[src/rtl/or_32_pkg.sv]
// Shared definitions for the registered bitwise-OR unit: default width and
// the values the output register takes under reset.
package or_32_pkg;

    localparam int DEFAULT_WIDTH = 32;

    // Reset image of the output register: result cleared, zero flag set so
    // the pair stays self-consistent (0 | 0 is all-zero).
    localparam logic [DEFAULT_WIDTH-1:0] RES_RST  = '0;
    localparam logic                     ZERO_RST = 1'b1;

endpackage : or_32_pkg

[src/rtl/or_32_if.sv]
// Valid/ready bus for the OR unit: operand side (in_*, A, B) and result side
// (out_*, res, zero). The master drives operands and consumes results; the
// slave is the OR unit itself.
interface or_32_if
    import or_32_pkg::*;
#(
    parameter int WIDTH = DEFAULT_WIDTH
) ();

    // Operand side
    logic             in_valid;
    logic             in_ready;
    logic [WIDTH-1:0] A;
    logic [WIDTH-1:0] B;

    // Result side
    logic             out_valid;
    logic             out_ready;
    logic [WIDTH-1:0] res;
    logic             zero;

    modport master (
        output in_valid,
        output A,
        output B,
        output out_ready,
        input  in_ready,
        input  out_valid,
        input  res,
        input  zero
    );

    modport slave (
        input  in_valid,
        input  A,
        input  B,
        input  out_ready,
        output in_ready,
        output out_valid,
        output res,
        output zero
    );

endinterface : or_32_if

[src/rtl/or_32_slice.sv]
// One-bit OR cell, purely combinational. The top replicates it per bit.
module or_32_slice (
    input  logic a,
    input  logic b,
    output logic y
);

    assign y = a | b;

endmodule : or_32_slice

[src/rtl/or_32.sv]
// Registered WIDTH-bit bitwise OR with an all-zero flag and valid/ready
// handshakes on both sides. One-cycle latency, full throughput when the
// consumer is always ready. The only combinational path is
// out_valid/out_ready -> in_ready; operands reach res/zero only via flops.
module or_32
    import or_32_pkg::*;
#(
    parameter int WIDTH = DEFAULT_WIDTH
) (
    input  logic   clk,
    input  logic   rst,
    or_32_if.slave bus
);

    logic [WIDTH-1:0] or_y;
    logic             or_zero;
    logic             accept;
    logic             drain;

    // Bit-parallel OR: no carries, so each bit is an independent cell.
    for (genvar i = 0; i < WIDTH; i++) begin : g_slice
        or_32_slice u_slice (
            .a (bus.A[i]),
            .b (bus.B[i]),
            .y (or_y[i])
        );
    end

    assign or_zero = ~|or_y;

    // A new pair may enter whenever the output register is empty or is being
    // emptied this same cycle; that overlap is what gives full throughput.
    assign bus.in_ready = !bus.out_valid || bus.out_ready;
    assign accept       = bus.in_valid && bus.in_ready;
    assign drain        = bus.out_valid && bus.out_ready;

    // Output register: load on accept, clear valid on a drain with no refill,
    // otherwise hold (which covers both the stall case and the idle case).
    always_ff @(posedge clk) begin
        // NOTE: registered state uses non-blocking (<=) so every flop samples
        // pre-edge values and the result never depends on statement order.
        if (rst) begin
            bus.out_valid <= 1'b0;
            bus.res       <= WIDTH'(RES_RST);
            bus.zero      <= ZERO_RST;
        end else if (accept) begin
            bus.out_valid <= 1'b1;
            bus.res       <= or_y;
            bus.zero      <= or_zero;
        end else if (drain) begin
            bus.out_valid <= 1'b0;
        end
    end

endmodule : or_32

[src/flat_wrapper.sv]
// flat-port wrapper written by rule: the top's interface ports become plain ports
module or_32_flat import or_32_pkg::*;
#(
    parameter int WIDTH = DEFAULT_WIDTH
)
  (clk, rst, bus_in_valid, bus_A, bus_B, bus_out_ready, bus_in_ready, bus_out_valid, bus_res, bus_zero);
  or_32_if #(.WIDTH(WIDTH)) bus_i ();
  input  logic clk;
  input  logic rst;
  input wire logic [$bits(bus_i.in_valid)-1:0] bus_in_valid;
  input wire logic [$bits(bus_i.A)-1:0] bus_A;
  input wire logic [$bits(bus_i.B)-1:0] bus_B;
  input wire logic [$bits(bus_i.out_ready)-1:0] bus_out_ready;
  output wire logic [$bits(bus_i.in_ready)-1:0] bus_in_ready;
  output wire logic [$bits(bus_i.out_valid)-1:0] bus_out_valid;
  output wire logic [$bits(bus_i.res)-1:0] bus_res;
  output wire logic [$bits(bus_i.zero)-1:0] bus_zero;
  assign bus_i.in_valid = bus_in_valid;
  assign bus_i.A = bus_A;
  assign bus_i.B = bus_B;
  assign bus_i.out_ready = bus_out_ready;
  assign bus_in_ready = bus_i.in_ready;
  assign bus_out_valid = bus_i.out_valid;
  assign bus_res = bus_i.res;
  assign bus_zero = bus_i.zero;
  or_32 #(.WIDTH(WIDTH)) u_core (.clk(clk), .rst(rst), .bus(bus_i));
endmodule
[config.mk]
export PLATFORM = sky130hd
export DESIGN_NAME = or_32_flat
export DESIGN_NICKNAME = d
export VERILOG_FILES = /design/src/rtl/or_32_pkg.sv /design/src/rtl/or_32_if.sv /design/src/rtl/or_32_slice.sv /design/src/rtl/or_32.sv /design/src/flat_wrapper.sv
export SDC_FILE = /design/constraint.sdc
export NUM_CORES = 1
export LEC_CHECK = 0
export CAP_MARGIN = 5
export CORE_ASPECT_RATIO = 0.7
export CORE_UTILIZATION = 37
export DETAILED_ROUTE_END_ITERATION = 7
export PLACE_DENSITY = 0.85
export SLEW_MARGIN = 20
export SYNTH_ARGS = -nofsm -noshare
export SYNTH_HDL_FRONTEND = slang
export SYNTH_SLANG_ARGS = --single-unit
[constraint.sdc]
create_clock -name clk -period 1.7 [get_ports clk]
set_input_delay 0.255 -clock clk [delete_from_list [all_inputs] [get_ports clk]]
set_output_delay 0.255 -clock clk [all_outputs]
set_load 0.01 [all_outputs]
## Yosys cells after proc, flatten, opt, wreduce, memory -nomap -nowiden

Cells that the tools add are included.

| word-level totals | value |
|---|---|
| bits in registers | 34 |
| ROM bits | 0 |
| bits in writable memories | 0 |
| latch bits | 0 |
| memories kept | 0 |
| output and inout bits | 35 |
| input bits | 68 |
| word-level logic and storage cells | 44 |

| cells by class | value |
|---|---|
| div/mod/pow operators | 0 |
| $mul | 0 |
| mux-type cells | 2 |
| bitwise logic cells | 32 |
| $add $sub $neg | 0 |
| shift operators | 0 |
| eq/ne operators | 0 |
| reductions and logical operators | 7 |
| $lt $le $gt $ge | 0 |

Operators with widths:

| operator | number |
|---|---|
| 1-bit bitwise OR | 32 |
| 32-bit OR reduction | 1 |
| 1-bit logical AND | 2 |
| 1-bit logical NOT | 2 |
| 1-bit 2-to-1 mux | 2 |
| 2-bit nonzero test | 1 |
| 1-bit logical OR | 1 |

## Depth between registers and ports, before layout

| depth | value |
|---|---|
| word-level depth | 4 |
| mapped depth | 6 |
| gate-level depth less buffers | 4 |

## Modules after synthesis

From an unflattened synthesis, not the netlist that was laid out.

| second synthesis, totals | value |
|---|---|
| cells, all modules | 197 |
| area, all modules | 1889.3 µm² |

By module, submodules not included:

| module | area an instance (µm²) | instances | sequential area each (µm²) | cells each |
|---|---|---|---|---|
| or_32 | 1689.1 | 1 | 680.7 | 165 |
| or_32_slice | 6.3 | 32 | 0.0 | 1 |

## Worst setup path after synthesis

Ideal clock, no wire load.

| path | value |
|---|---|
| path type | register to register |
| from | register u_core.bus.out_valid |
| to | register u_core.bus.res[15] |
| setup time | 0.126 ns |
| cell stages (with the launch flop) | 7 |
| arrival time | 1.064 ns |
| setup slack | 0.511 ns |
| data required time | 1.574 ns |
| clock period less this slack | 1.189 ns |
| cell sequence | dfxtp_1 nand2b_4 and2_1 buf_4 buf_6 nor2_1 a211oi_2 |

| on the way | value |
|---|---|
| cells in the longest elaborated chain, start to end | 3 |

RTL lines:

| item | line | source |
|---|---|---|
| start: declaration | or_32_if.sv:39 | `output out_valid,` |
| start signal: assignment | or_32.sv:43 | `bus.out_valid <= 1'b0;` |
| start signal: assignment | or_32.sv:47 | `bus.out_valid <= 1'b1;` |
| start signal: assignment | or_32.sv:51 | `bus.out_valid <= 1'b0;` |
| 1-bit logical NOT | or_32.sv:33 | `assign bus.in_ready = !bus.out_valid \|\| bus.out_ready;` |
| 1-bit logical OR | or_32.sv:33 |  |
| via bus_in_ready | flat_wrapper.sv:14 | `output wire logic [$bits(bus_i.in_ready)-1:0] bus_in_ready;` |
| 1-bit logical AND | or_32.sv:34 | `assign accept = bus.in_valid && bus.in_ready;` |
| end signal: assignment | or_32.sv:44 | `bus.res <= WIDTH'(RES_RST);` |
| end signal: assignment | or_32.sv:48 | `bus.res <= or_y;` |
| end: declaration | or_32_if.sv:40 | `output res,` |

The timed path passes the listed nets, and every way through them passes these cells.
A chain may end at the register's enable or synchronous reset.

## Final worst setup path

| path | value |
|---|---|
| from | input bus_out_ready |
| to | output bus_in_ready |

| on the way | value |
|---|---|
| cells in the longest elaborated chain, start to end | 1 |

RTL lines:

| item | line | source |
|---|---|---|
| start: declaration | flat_wrapper.sv:13 | `input wire logic [$bits(bus_i.out_ready)-1:0] bus_out_ready;` |
| 1-bit logical OR | or_32.sv:33 |  |
| end: declaration | flat_wrapper.sv:14 |  |

No other way between the ends.

==> flow_summary.ini <==
[status]
status = finished, final reports clean

[timing]
tightest_slew_ps = 474
hold_violations = 0
slew_viol_final = 0
fin_skew_ps = 5.42
period_needed_ps = 1640
setup_viol = 0
finalCritPeriodShare_pct = 96.2
fmax_mhz = 612
fin_setup_tns_ps = 0
slew_headroom_pct = 68.1
grt_setup_unrepaired = no

[routing]
ant_nets = 0
vias = 1567
drt_first_pass_iters = 4
drt-vias-per-instance = 4.87
drcViolationCount = 0
routed_wl_mm = 4.22
routedWlPerCell_um = 13.1
dr.first_iter.drc_count = 41

[clocking]
cts_max_path_buffers = 2
cts_resized = 0
cts.sinks = 34
clockRootBuffer = clkbuf_8
cts_buffers = 5
htreeDepth = 2
clkTransAtPathRegs_ps = 70
cts_setup_buffers = 0
cts_tree = built
clk_latency_ps = 280
cts_hold_buffers = 0

[worst_setup_path]
path_common_cell = clkdlybuf4s50_1
crit_buf_inv = 2
slowest_delay_ps = 530
endpoint_kind = output port
worstPathMaxFanout = 4
cp_top_family = buffers and inverters
critical_path_class = primary input to output port
start_kind = primary input
cp.required_ps = 1440
critPathLaunch = bus_out_ready
r2r_slack_ps = 550
cpMaxStageDelayCell = clkdlybuf4s50_1
path_cells = clkdlybuf4s50_1 > nand2b_4 > clkdlybuf4s50_1
r2r_start = u_core.bus.out_valid
arrival_ps = 1380

[floorplanning]
core_area_um2 = 3600
dieHeight_um = 53.9
dieArea_um2 = 4100
start_util_pct = 39.5
pin_count = 103
die_w_um = 76.1
rows = 18

[power_and_ir_drop]
power_density_nw_per_um2 = 761
p_leak_uw = 0.000938
peakVddDrop_mv = 0.543
finalPower_uw = 1970

[finish]
final_common_cell = clkdlybuf4s50_1
final_cell_mix = 102 x clkdlybuf4s50_1, 46 x nor3_1, 41 x nor2_1
nFillCells = 309
fin_util_pct = 71.8
syn_to_final_growth_pct = 81.6
finalNonFillerCells = 322
final_nets = 340
drive_gt1_share_pct = 9.93
n_antenna_cell = 0

[min_path]
hp-class = flip-flop to flip-flop
hold_start = u_core.bus.res[3]

[placed_design]
numPortBuffers = 102
placed_cells = 315
place_hpwl_mm = 3.29
finalWeightedCongestion = 0.742

[synth]
netlist_area_um2 = 1420
synth-seq-area-share_pct = 47.8
synth_cell_types = 17
syn_inst = 165
yosysWarnings = 0
synth_area_leaders = dfxtp_1 48%, nor3_1 16%, nor2_1 11%
synth_top_area_share_pct = 47.8
synth.largest_area_cell = dfxtp_1
avgSynthCellArea_um2 = 8.63
ys_seq_elements = 34
syn_nets = 233

[global_routing]
grt_pass1_vias = 1422
grt_busiest_layer = met2
grt_pass1_wl_mm = 6.53
grt_util_met2_pct = 36.5
use_met3_pct = 8.64
gr-total-overflow = 0
grt_start_max_net_pins = 31
antenna_found_initial = 0
grtUsageMet1_pct = 25.3
track_usage_pct = 21.4

[flow_run]
drv_cap = 0
## per-layer routing
layer	up-vias	routed length, um
li1	814	-
met3	4	369
met1	687	1930
met5	-	0
met4	0	26
met2	62	1900
## cells in the mapped netlist, drive strengths merged
cell	number
nor3	46
a21oi	1
nand2b	1
nor2	41
dfxtp	34
nand4	5
and2	1
a221o	1
a211oi	9
clkbuf	3
buf	8
inv	1
nand2	1
nor4	13
## cell type report
cell class	instances	area [um2]	area share (%)
clock buffer	7	76.3	2.95
inverter	1	3.75	0.145
multi-input combinational	119	662	25.6
sequential	34	681	26.3
tap	50	62.6	2.42
timing repair buffer	111	1100	42.6
## worst register-to-register path, stage by stage, from the launching register on
cell      delay [ps]
dfxtp_1          370
nand2b_4          70
and2_2           220
buf_12           170
nor2_1           150
a211oi_2          60
## report_power, final
part	internal [uW]	switching, uW	total, uW	leakage (uW)
logic	321	201	522	0.000616
registers	864	33.8	898	0.000284
clock network	282	266	547	0.0000383
## stage by stage
step | hold slack (ps) | setup slack [ps] | cell area [um2]
global placement | 474 | -40.4 | 2510
finish | 496 | 65.0 | 2590
CTS | 494 | 55.3 | 2590
global route | 513 | 33.0 | 2590
floorplan | 384 | 511 | 1420
detailed placement | 474 | -61.3 | 2510
## registers in the layout, summed over array words and instances, names as in the netlist
name                  count
u_core.bus.zero           1
u_core.bus.res           32
u_core.bus.out_valid      1
## final timing paths
| path | to | cells past startpoint |
|---|---|---|
| worst max register to register | u_core.bus.res[15] | 5 |
| worst max-delay path | bus_in_ready | 3 |
| worst min-delay path | u_core.bus.res[3] | 2 |
| worst min register to register | u_core.bus.res[3] | 2 |
## logic make-up (layout without fill, tap and decap cells)
kind of cell,after synthesis,in the layout,share of synthesized area (%)
and+or+nand+nor,108,108,37.4
DFF,34,34,47.8
buffers and inverters,12,119,5.80
AOI/OAI and AO/OA,11,11,8.96
Power figures use the tool's default switching activity.
